$ cat config.mk
export PLATFORM = sky130hd
export DESIGN_NAME = pipe_if_stage
export DESIGN_NICKNAME = d
export VERILOG_FILES = /design/src/rtl/pipe_pkg.sv /design/src/rtl/pipe_npc_mux.sv /design/src/rtl/pipe_if_stage.sv
export SDC_FILE = /design/constraint.sdc
export NUM_CORES = 1
export LEC_CHECK = 0
export ABC_AREA = 1
export CAP_MARGIN = 30
export CORE_UTILIZATION = 46
export DETAILED_ROUTE_END_ITERATION = 12
export PLACE_DENSITY_LB_ADDON = 0.2
export SKIP_CTS_REPAIR_TIMING = 1
export SLEW_MARGIN = 0
export SYNTH_ARGS = -nofsm -noshare
export SYNTH_HDL_FRONTEND = slang
export SYNTH_SLANG_ARGS = --single-unit
$ cat constraint.sdc
create_clock -name clock -period 1.6 [get_ports clock]
set_input_delay 0.32 -clock clock [delete_from_list [all_inputs] [get_ports clock]]
set_output_delay 0.32 -clock clock [all_outputs]
set_load 0.05 [all_outputs]
$ cat src/rtl/pipe_pkg.sv
// Shared definitions for the instruction-fetch stage: next-PC source codes,
// the bubble instruction and the fetch FSM state type.
package pipe_pkg;

  // pcsource encodings driven back from ID
  localparam logic [1:0] PCSRC_SEQ = 2'b00;
  localparam logic [1:0] PCSRC_BR  = 2'b01;
  localparam logic [1:0] PCSRC_JR  = 2'b10;
  localparam logic [1:0] PCSRC_J   = 2'b11;

  // Instruction word placed in IF/ID when no real instruction is available
  localparam logic [31:0] NOP_INST = 32'h0000_0000;

  // IDLE: first cycle after reset, FETCH: request outstanding,
  // HELD: a fetched word waits in the skid register while ID is stalled
  typedef enum logic [1:0] {
    IDLE  = 2'd0,
    FETCH = 2'd1,
    HELD  = 2'd2
  } fetch_state_t;

endpackage

$ cat src/rtl/pipe_npc_mux.sv
// Next-PC selection. A redirect decided by ID this cycle wins over a
// redirect remembered from an earlier cycle, which wins over PC+4.
module pipe_npc_mux
  import pipe_pkg::*;
#(
  parameter int XLEN = 32
) (
  input  logic [XLEN-1:0] pc,
  input  logic [1:0]      pcsource,
  input  logic [XLEN-1:0] bpc,
  input  logic [XLEN-1:0] rpc,
  input  logic [XLEN-1:0] jpc,
  input  logic            redirect_now,
  input  logic            redir_v,
  input  logic [XLEN-1:0] redir_pc,
  output logic [XLEN-1:0] npc
);

  // Priority select of the address used when the PC next advances
  always_comb begin
    npc = pc + XLEN'(4);
    if (redirect_now) begin
      case (pcsource)
        PCSRC_BR: npc = bpc;
        PCSRC_JR: npc = rpc;
        PCSRC_J:  npc = jpc;
        default:  npc = pc + XLEN'(4);
      endcase
    end else if (redir_v) begin
      npc = redir_pc;
    end
  end

endmodule

$ cat src/rtl/pipe_if_stage.sv
// Instruction fetch stage with IF/ID pipeline register. Drives a
// variable-latency req/ack instruction port, buffers one word in a skid
// register when ID stalls on the ack cycle, and implements a single
// branch delay slot: the fetch in flight when ID redirects always
// completes, and only the fetch after it goes to the target.
module pipe_if_stage
  import pipe_pkg::*;
#(
  parameter int              XLEN     = 32,
  parameter logic [XLEN-1:0] RESET_PC = '0
) (
  input  logic            clock,
  input  logic            resetn,
  input  logic [1:0]      pcsource,
  input  logic [XLEN-1:0] bpc,
  input  logic [XLEN-1:0] rpc,
  input  logic [XLEN-1:0] jpc,
  input  logic            stall,
  output logic            imem_req,
  output logic [XLEN-1:0] imem_addr,
  input  logic            imem_ack,
  input  logic [XLEN-1:0] imem_rdata,
  output logic [XLEN-1:0] inst,
  output logic [XLEN-1:0] dpc4,
  output logic            id_valid
);

  fetch_state_t    state, state_next;
  logic [XLEN-1:0] pc, pc_plus4, npc;
  logic [XLEN-1:0] redir_pc, skid, skid_pc4;
  logic            redir_v, redirect_now, advance;

  assign pc_plus4     = pc + XLEN'(4);
  assign imem_addr    = pc;
  // ID only redirects on the cycle it actually consumes a valid instruction
  assign redirect_now = id_valid & ~stall & (pcsource != PCSRC_SEQ);
  // The PC moves on when a fetched word is handed to ID (fresh or from skid)
  assign advance      = ~stall & (((state == FETCH) & imem_ack) | (state == HELD));

  pipe_npc_mux #(.XLEN(XLEN)) u_npc_mux (
    .pc           (pc),
    .pcsource     (pcsource),
    .bpc          (bpc),
    .rpc          (rpc),
    .jpc          (jpc),
    .redirect_now (redirect_now),
    .redir_v      (redir_v),
    .redir_pc     (redir_pc),
    .npc          (npc)
  );

  // Fetch FSM state register
  always_ff @(posedge clock or negedge resetn) begin
    if (!resetn) state <= IDLE;
    else         state <= state_next;
  end

  // Fetch FSM next-state logic
  always_comb begin
    state_next = state;
    case (state)
      IDLE:    state_next = FETCH;
      FETCH:   if (imem_ack && stall) state_next = HELD;
      HELD:    if (!stall) state_next = FETCH;
      default: state_next = IDLE;
    endcase
  end

  // Fetch FSM outputs: a request is raised only while waiting for a word
  always_comb begin
    imem_req = 1'b0;
    if (state == FETCH) imem_req = 1'b1;
  end

  // PC, pending delay-slot redirect, skid buffer and IF/ID register
  always_ff @(posedge clock or negedge resetn) begin
    if (!resetn) begin
      pc       <= RESET_PC;
      redir_v  <= 1'b0;
      redir_pc <= '0;
      skid     <= '0;
      skid_pc4 <= '0;
      inst     <= XLEN'(NOP_INST);
      dpc4     <= '0;
      id_valid <= 1'b0;
    end else begin
      if (advance) begin
        pc      <= npc;
        redir_v <= 1'b0;
      end else if (redirect_now) begin
        // npc equals the redirect target whenever redirect_now is set
        redir_v  <= 1'b1;
        redir_pc <= npc;
      end

      case (state)
        FETCH: begin
          if (!stall) begin
            if (imem_ack) begin
              inst     <= imem_rdata;
              dpc4     <= pc_plus4;
              id_valid <= 1'b1;
            end else begin
              inst     <= XLEN'(NOP_INST);
              id_valid <= 1'b0;
            end
          end else if (imem_ack) begin
            skid     <= imem_rdata;
            skid_pc4 <= pc_plus4;
          end
        end
        HELD: begin
          if (!stall) begin
            inst     <= skid;
            dpc4     <= skid_pc4;
            id_valid <= 1'b1;
          end
        end
        default: ;
      endcase
    end
  end

endmodule

==> impl_metrics.py <==
metrics = {
    "timing": {
        "maxSlewHeadroom_pct": 74.31,
        "drv_slew": 0,
        "fin_crit_ns": 1.784,
        "min_period_over_period_pct": 111.5,
        "rsz0062_at_grt": "true",
        "hold_viol_final": 0,
        "worst_pin_slew_ns": 0.3854,
        "setup_viol": 63,
        "layout_setup_ws_ns": -0.1836,
        "skew_ns": 0.01619,
        "fmax_ghz": 0.5607,
        "fin_tns_setup_ns": -4.843,
    },
    "layout": {
        "drive_above_1_share_pct": 23.45,
        "nFillCells": 1574,
        "seq_area_sq_mm": 0.004937,
        "finalInstanceArea_sq_mm": 0.01541,
        "antenna_cells": 0,
        "final_nets": 1828,
        "area_growth_syn_to_layout_pct": 53.31,
        "utilization_pct": 72.64,
        "multi_input_area_sq_mm": 0.004965,
    },
    "clocking": {
        "root_buffer": "clkbuf_16",
        "cts_max_level": 4,
        "clk_latency_ns": 0.45,
        "clk_pin_slew_worst_paths_ns": 0.08,
        "cts_tree": "done",
        "cts_made_buffers": 17,
        "clock_path_buffers": 2,
        "cts.sinks": 196,
    },
    "place": {
        "place.gp.congestion": 0.8672,
        "postPlaceCellArea_sq_mm": 0.01427,
        "portBuffers": 231,
        "dpl.hpwl_um": 22060,
    },
    "setup_path": {
        "required_ns": 1.99,
        "r2r-start": "imem_addr[3]",
        "rr_worst_depth": 11,
        "path_class": "register to register",
        "r2r_slack_ns": -0.18,
        "arrival_ns": 2.18,
        "start_kind": "register",
        "endpoint_kind": "register",
        "reg2reg_to": "redir_pc[12]",
        "crit_fanout": 6,
    },
    "outcome": {
        "status": "finished, violations left",
        "violations": "setup timing",
    },
    "grt": {
        "grt_pass1_wl_um": 48470,
        "overflow": 0,
        "grt_max_degree": 80,
        "grt_pass1_vias": 9802,
        "grtUsageTotal_pct": 27.48,
        "antenna_found_initial": 0,
    },
    "detailed_routing": {
        "via_per_inst": 5.238,
        "num_vias": 10380,
        "drc_errors": 0,
        "drt_first_iter_violations": 990,
        "routed_wl_um": 30610,
        "dr.pass1.iters": 5,
        "wl_per_cell_um": 15.45,
        "detail-route-antenna-nets": 0,
    },
    "synthesis": {
        "syn-num-nets": 1519,
        "ys_ff_latch": 196,
        "ys_seq_area_share_pct": 48.78,
        "netlist_instances": 1384,
        "syn_area_sq_mm": 0.01005,
        "yosysUniqueCellTypes": 30,
        "synth.area.top_cells": "dfrtp_1, nand2_1, nor2_1",
        "yosys.area.top_type": "dfrtp_1",
        "ys_warn_count": 0,
        "yosysTopAreaCellShare_pct": 48.78,
        "synth_area_per_cell_sq_um": 7.265,
    },
    "floorplanning": {
        "fp.coreArea_sq_mm": 0.02122,
        "die_area_sq_mm": 0.02245,
        "die_h_um": 149.8,
        "start_util_pct": 47.38,
        "rows": 53,
        "die_w_um": 149.8,
        "io_pins": 232,
    },
    "pwr": {
        "p_leak_nw": 7.351,
        "irDropWorstVdd_v": 0.001225,
        "power_density_mw_per_mm2": 2002,
    },
    "job": {
        "cap_violations": 0,
    },
    "min_path": {
        "hp-class": "primary input to asynchronous set/reset pin",
    },
}
[cell type report]
type                    instances  share of cell area (%)
multi-input cells            1032                   32.21
flip-flops and latches        196                   32.03
repair buffers                369                   27.66
clock buffers                  17                   2.760
well taps                     275                   2.232
inverters                      77                   1.924
clock inverters                15                   1.185
[report_power, final]
group	leakage (nW)	internal [mW]	switching, mW
Combinational	4.66	7.29	10.2
Sequential	2.40	7.31	1.74
Clock	0.297	2.13	2.21
[layout by cell type, fill, tap and decap left out, types with 7 or more instances in the layout]
cell type,netlist,layout
nand2_1,583,547
dfrtp_1,196,170
buf_4,4,135
clkdlybuf4s50_1,0,132
nor2_1,129,122
buf_12,0,89
nand3_1,96,86
inv_1,69,68
a21oi_1,53,47
o21ai_0,68,43
a31oi_1,42,42
nand2_2,3,32
dfrtp_2,0,26
o21ai_1,5,18
clkbuf_16,0,17
nor2_4,4,12
a22o_1,12,12
buf_6,0,11
o21ai_2,1,10
nand3_2,1,9
o211ai_1,9,9
nand2_4,0,7
[how the worst max path moves through the flow]
stage / from / endpoint / slack [ns] / cells after the start
2_1_floorplan: imem_addr[2] / imem_addr[16] / -0.11 / 10
3_3_place_gp: stall / redir_pc[12] / -0.31 / 8
3_5_place_dp: stall / redir_pc[8] / -0.34 / 8
4_1_cts: imem_addr[3] / redir_pc[8] / -0.26 / 10
5_1_grt: imem_addr[3] / imem_addr[23] / -0.26 / 11
6_report: imem_addr[3] / redir_pc[12] / -0.18 / 11
[cell usage after synthesis]
cell / count
nand3b_1: 2
buf_1: 3
nand2_1: 583
and2_1: 1
ha_1: 1
a31oi_1: 42
nand3_1: 96
a22o_1: 12
nand3_2: 1
o211ai_1: 9
xnor2_1: 2
nand4_1: 1
clkbuf_1: 40
inv_1: 69
o21ai_1: 5
nor2_4: 4
nor2_1: 129
a21oi_1: 53
a21oi_2: 1
xor2_1: 11
o21ai_0: 68
o21ai_2: 1
buf_2: 32
dfrtp_1: 196
inv_2: 7
nand2_2: 3
nor2_2: 6
clkinv_1: 1
a211oi_1: 1
buf_4: 4
[critical path: stages (launching register included)]
cell     delay (ns)
dfrtp_2        0.43
ha_4           0.17
nand2_4        0.05
nor2_4         0.14
nand2_4        0.13
nor2_4         0.19
buf_6          0.14
xor2_4         0.17
nand2_1        0.09
nand2_1        0.09
nand3_1        0.07
nand2_1        0.06
[logic make-up after synthesis]
group / Yosys count / synth area share (%)
buffers and inverters: 156 / 6.371
XOR/XNOR: 13 / 1.132
adder cells (fa/ha/maj): 1 / 0.1244
flip-flops: 196 / 48.78
AND/OR/NAND/NOR: 826 / 32.74
AO/OA/AOI/OAI: 192 / 10.85
[state kept, by name (all words and copies together), names as in the netlist]
name / cells
dpc4: 32
id_valid: 1
imem_addr: 32
inst: 32
redir_pc: 32
redir_v: 1
skid: 32
skid_pc4: 32
state: 2
[stage by stage]
stage,hold WS (ns),power [mW],setup slack (ns),instances
floorplan,0.02441,17.91,-0.1100,1384
global placement,0.2300,25.38,-0.3122,1938
detailed placement,0.2278,25.75,-0.3397,1938
CTS,-0.2423,30.16,-0.2645,1970
global route,0.3257,32.60,-0.2609,1981
finish,0.3212,30.86,-0.1836,1981
[routing by layer]
| layer | track usage, % | up-vias | part of all wire (%) |
|---|---|---|---|
| met3 | 5.030 | 32 | 6.6 |
| met1 | 37.17 | 4904 | 44 |
| met5 | 0 | - | 0 |
| met2 | 44.98 | 412 | 48 |
| met4 | 7.778 | 0 | 1.5 |
| li1 | - | 5029 | - |
Note: power is estimated with default switching activity, not from simulation.
